## src/rtl/wb_regfile.sv

```systemverilog
// wb_regfile: 31 x 32-bit general-purpose register file fed by the writeback stage.
//
// Ports
//   clk              rising-edge clock
//   rst              asynchronous reset, active low
//   wb_alu_in        ALU result from the ME/WB pipeline register
//   wb_mem_in        load data from the ME/WB pipeline register
//   wb_rd_in         destination register number
//   Ctrl_Mem2Reg_in  1 selects wb_mem_in, 0 selects wb_alu_in
//   Ctrl_regWr_in    writeback write enable
//   rs_addr/rt_addr  ID-stage read addresses
//   rs_data/rt_data  combinational read data (0 for r0 and while in reset)
//   wb_data_out      combinational selected writeback value (EX forwarding)
//   wr_count         registered count of committed register writes (wraps)
//
// Configuration
//   WB_REGFILE_BYPASS_EN  when defined, a read of the register being written
//                         this cycle returns the incoming value (write-through).
//                         When undefined, the read returns the pre-edge contents.
module wb_regfile (
  input  logic        clk,
  input  logic        rst,
  input  logic [31:0] wb_alu_in,
  input  logic [31:0] wb_mem_in,
  input  logic [4:0]  wb_rd_in,
  input  logic        Ctrl_Mem2Reg_in,
  input  logic        Ctrl_regWr_in,
  input  logic [4:0]  rs_addr,
  input  logic [4:0]  rt_addr,
  output logic [31:0] rs_data,
  output logic [31:0] rt_data,
  output logic [31:0] wb_data_out,
  output logic [31:0] wr_count
);

  // Entry 0 is never written, so it stays at its reset value and is
  // optimised away; reads of r0 are forced to 0 explicitly anyway.
  logic [31:0] regs_q [0:31];
  logic [31:0] regs_d [0:31];
  logic [31:0] wr_count_q, wr_count_d;
  logic        wr_eff;

  assign wb_data_out = Ctrl_Mem2Reg_in ? wb_mem_in : wb_alu_in;
  assign wr_eff      = Ctrl_regWr_in && (wb_rd_in != 5'd0);

  always_comb begin
    regs_d     = regs_q;
    wr_count_d = wr_count_q;
    if (wr_eff) begin
      regs_d[wb_rd_in] = wb_data_out;
      wr_count_d       = wr_count_q + 32'd1;  // natural wrap at 2^32
    end
  end

  always_ff @(posedge clk or negedge rst) begin
    if (!rst) begin
      for (int i = 0; i < 32; i++) regs_q[i] <= '0;
      wr_count_q <= '0;
    end else begin
      regs_q     <= regs_d;
      wr_count_q <= wr_count_d;
    end
  end

  // Read port: reset and r0 win over everything, including the bypass match.
  function automatic logic [31:0] rd_port(input logic [4:0] a);
    logic [31:0] v;
    v = regs_q[a];
`ifdef WB_REGFILE_BYPASS_EN
    if (wr_eff && (wb_rd_in == a)) v = wb_data_out;
`endif
    if (!rst || (a == 5'd0)) v = '0;
    return v;
  endfunction

  always_comb begin
    rs_data = rd_port(rs_addr);
    rt_data = rd_port(rt_addr);
  end

  assign wr_count = wr_count_q;

endmodule

```

## config.mk

```make
export PLATFORM = sky130hd
export DESIGN_NAME = wb_regfile
export DESIGN_NICKNAME = d
export VERILOG_FILES = /design/src/rtl/wb_regfile.sv
export SDC_FILE = /design/constraint.sdc
export NUM_CORES = 2
export LEC_CHECK = 0
export BUFFER_PORTS_ARGS = -buffer_cell sky130_fd_sc_hd__buf_4
export CAP_MARGIN = 0
export CORE_ASPECT_RATIO = 2
export CORE_MARGIN = 2
export CORE_UTILIZATION = 50
export DETAILED_ROUTE_END_ITERATION = 6
export PLACE_DENSITY_LB_ADDON = 0.3
export SYNTH_ARGS = -nofsm -noshare
export SYNTH_HDL_FRONTEND = slang
export SYNTH_SLANG_ARGS = --single-unit
export TNS_END_PERCENT = 30
```

## constraint.sdc

```tcl
create_clock -name clk -period 1.8 [get_ports clk]
set_input_delay 0.09 -clock clk [delete_from_list [all_inputs] [get_ports clk]]
set_output_delay 0.09 -clock clk [all_outputs]
set_load 0.02 [all_outputs]
```

==> flow_metrics.env <==
export IMPL_critical_path_top_delay_family="multiplexers"
export IMPL_clkLatencyLatePin_ns=0.73
export IMPL_cp_slowest_cell="mux4_2"
export IMPL_clk_pin_slew_ns=0.07
export IMPL_timing_critical_path_from_type="flip-flop"
export IMPL_timing_max_cap_violations=0
export IMPL_maxClockFrequency_mhz=378
export IMPL_grt_pass1_wl_um=303000
export IMPL_cts_htree_levels=3
export IMPL_synth_avg_cell_area_um2=10.3
export IMPL_critical_path_class="flip-flop to primary output"
export IMPL_rr_worst_depth=5
export IMPL_finalInstanceArea_um2=67000
export IMPL_die_area_um2=111000
export IMPL_finalCriticalPeriod_ns=2.65
export IMPL_async_flop_share_pct=100
export IMPL_drc=0
export IMPL_regToRegEndpoint="wr_count[21]$_DFFE_PN0P_"
export IMPL_buffer_ports_inserted=210
export IMPL_die_width_um=237
export IMPL_final_setup_worst_slack_ns=-0.846
export IMPL_timing_final_hold_violations=0
export IMPL_core_area_um2=108000
export IMPL_cts_path_max_buffers=3
export IMPL_cp_data_required_time_ns=1.71
export IMPL_remaining_global_route_overflow=0
export IMPL_postSynthCellCount=5277
export IMPL_synth_flop_type="dfrtp_1"
export IMPL_final_setup_viol_count=64
export IMPL_n_fill_cell=8269
export IMPL_use_met2_pct=55.6
export IMPL_pre_cts_slack_ns=-0.323
export IMPL_gr_util_all_layers_pct=36.7
export IMPL_worst_slew_pin_slew_ns=1.19
export IMPL_clock_sink_count=1056
export IMPL_drv_slew=0
export IMPL_post_synth_top_area_cell="dfrtp_1"
export IMPL_worstHoldPathType="primary input to asynchronous set/reset pin"
export IMPL_synth_fp_nets=5361
export IMPL_synthesized_cell_area_um2=54300
export IMPL_postLayoutCoreUtil_pct=62.0
export IMPL_route_detailed_vias_per_inst=6.62
export IMPL_gr_max_usage_layer="met2"
export IMPL_gp_congestion=0.935
export IMPL_cell_chosen_for_the_clock_root="clkbuf_16"
export IMPL_worstReg2RegStart="wr_count[7]$_DFFE_PN0P_"
export IMPL_cp_arrival_ns=2.56
export IMPL_synth_area_leaders="dfrtp_1 (49%), mux4_2 (10%), mux2i_1 (9.6%)"
export IMPL_timing_max_slew_rel_slack_pct=20.9
export IMPL_grt_setup_unrepaired="true"
export IMPL_violations_in_the_final_reports="negative setup slack"
export IMPL_ys_seq_area_share_pct=48.7
export IMPL_synth_seq_cells=1056
export IMPL_ff2ff_setup_slack_ns=0.04
export IMPL_wl_per_cell_um=28.6
export IMPL_synthesis_yosys_warnings=0
export IMPL_worst_clock_skew_ns=0.00861
export IMPL_layout_drive_gt1_share_pct=23.8
export IMPL_netlist_cell_type_count=52
export IMPL_rows=171
export IMPL_initial_antenna_violation_count=6
export IMPL_vdd_ir_drop_max_v=0.000914
export IMPL_dpl_cell_area_um2=61600
export IMPL_synth_edf_count=0
export IMPL_drt_iter0_drc=6102
export IMPL_syn2layout_area_growth_pct=23.3
export IMPL_tritoncts="built"
export IMPL_grt_use_met1_pct=46.2
export IMPL_power_consumption_mw=72.8
export IMPL_yosys_area_top_type_share_pct=48.7
export IMPL_detailroute_via_count=47100
export IMPL_cts_inserted_buffers=98
export IMPL_crit_path_max_fanout=2
export IMPL_drt_pass1_iterations=6
export IMPL_post_dp_hpwl_um=132000
export IMPL_first_global_vias=47000
export IMPL_cellPowerDensity_nw_per_um2=1090
export IMPL_result_of_the_run="finished, violations left"
export IMPL_start_util_pct=50.3
export IMPL_met3_usage_pct=10.5
export IMPL_holdWs_ns=0.0309
export IMPL_drt_wl_total_um=203000
export IMPL_grt_start_max_net_pins=167
export IMPL_critical_path_max_stage_delay_ns=0.50
export IMPL_setup_worst_path_end_class="primary output"
export IMPL_leakage_nw=29.8
export IMPL_nNetsFinal=5733
export IMPL_path_cells="mux4_2 -> nor2b_1 -> a31oi_2 -> nand4_1 -> buf_6"
export IMPL_antenna_violating_nets_post_route=0
export IMPL_fin_crit_sh_pct=147
export IMPL_fp_dieH_um=470
export IMPL_worstPathBufferInverterCount=1
export IMPL_io_pins=211
==> synth_stat cells, types with 3 or more instances <==
| library cell | count |
|---|---|
| nor3b_1 | 5 |
| a22oi_1 | 288 |
| and3_1 | 8 |
| nor2_8 | 4 |
| mux4_2 | 252 |
| nand2_1 | 515 |
| nor2b_1 | 99 |
| nor2_4 | 4 |
| buf_2 | 184 |
| buf_6 | 3 |
| inv_1 | 36 |
| a31oi_1 | 31 |
| nand3b_2 | 3 |
| xor2_1 | 7 |
| dfrtp_1 | 1056 |
| and2_1 | 3 |
| a211oi_1 | 33 |
| o21ai_0 | 470 |
| nor2_1 | 538 |
| nand4_1 | 73 |
| mux2i_1 | 519 |
| buf_4 | 23 |
| xnor2_1 | 24 |
| a21oi_1 | 577 |
| nand3_1 | 140 |
| o21ai_1 | 10 |
| clkbuf_1 | 331 |
| nor2_2 | 8 |
==> layer usage <==
metal / vias to the layer above / part of all wire [%]
li1: 19700 / -
met1: 23100 / 35
met2: 3350 / 45
met3: 953 / 12
met4: 8 / 7.6
met5: - / 0.029
==> worst min-delay path: cells and delay by family <==
kind     cells  cell delay, ns
buf+inv      4            1.02
==> cells in the final DEF (no fill, tap or decap), types with 9 or more instances in the layout <==
cell	count
a211oi_1	33
a21oi_1	570
a22oi_1	235
a22oi_2	53
a31oi_1	24
buf_12	175
buf_4	513
buf_6	46
bufinv_16	15
clkbuf_16	100
clkbuf_8	9
clkinv_2	23
clkinv_4	9
clkinvlp_4	11
dfrtp_1	1056
dlygate4sd3_1	71
inv_1	36
mux2i_1	487
mux2i_2	12
mux2i_4	20
mux4_2	252
nand2_1	499
nand2_2	10
nand3_1	138
nand4_1	73
nor2_1	524
nor2_4	26
nor2b_1	77
nor2b_4	21
o21ai_0	470
o21ai_1	10
xnor2_1	24
==> how the worst max path moves through the flow <==
stage | from | end | slack (ns) | depth (start not counted)
after floorplan | wr_count[4]$_DFFE_PN0P_ | wr_count[21]$_DFFE_PN0P_ | 0.03 | 5
after global placement | rt_addr[0] | rt_data[23] | -0.29 | 7
after detailed placement | rt_addr[0] | rt_data[13] | -0.32 | 7
after CTS | regs_q[823]$_DFFE_PN0P_ | rt_data[23] | -0.86 | 5
after global routing | regs_q[567]$_DFFE_PN0P_ | rt_data[23] | -0.92 | 5
final | regs_q[948]$_DFFE_PN0P_ | rt_data[20] | -0.85 | 5
==> registers in the layout (all words and copies together) (netlist names) <==
name      cells
wr_count     32
regs_q     1024
==> power breakdown <==
group	internal [mW]	total, mW	switching [mW]
registers	28.7	33.0	4.23
logic	8.38	16.9	8.54
clock network	12.8	23.0	10.2
==> area by class of cell <==
class	instances	area [µm²]	share of cell area [%]
diodes	2	5.00	0.00747
repair buffers	814	8720	13.0
clock inverters	70	871	1.30
inverters	36	135	0.202
flip-flops and latches	1056	26400	39.5
well taps	1384	1730	2.59
multi-input cells	3643	26500	39.5
clock buffers	113	2630	3.93
==> per-stage QoR <==
step,TNS [ns],std cells
2_1_floorplan,0,5277
3_3_place_gp,-11.88,6807
3_5_place_dp,-12.67,6807
4_1_cts,-118.43,7080
5_1_grt,-39.75,7117
6_report,-36.68,7118
==> kinds of logic after synthesis <==
logic type	count (synthesis)	synth area share (%)
AOI/OAI and AO/OA	1417	14.7
adders and majority gates	1	0.0230
muxes	771	20.0
and+or+nand+nor	1423	11.5
DFF	1056	48.7
xor gates and xnor gates	31	0.500
buffers and inverters	578	4.62
==> timing repair <==
action                                 4_1_cts  5_1_grt
endpoints found under the hold margin     1256      428
resized for setup                           69       88
pin swaps                                   76       60
setup endpoints to repair                   65      717
hold buffers                                78       14
buffers inserted                            12       37
(Power assumes the default switching activity.)
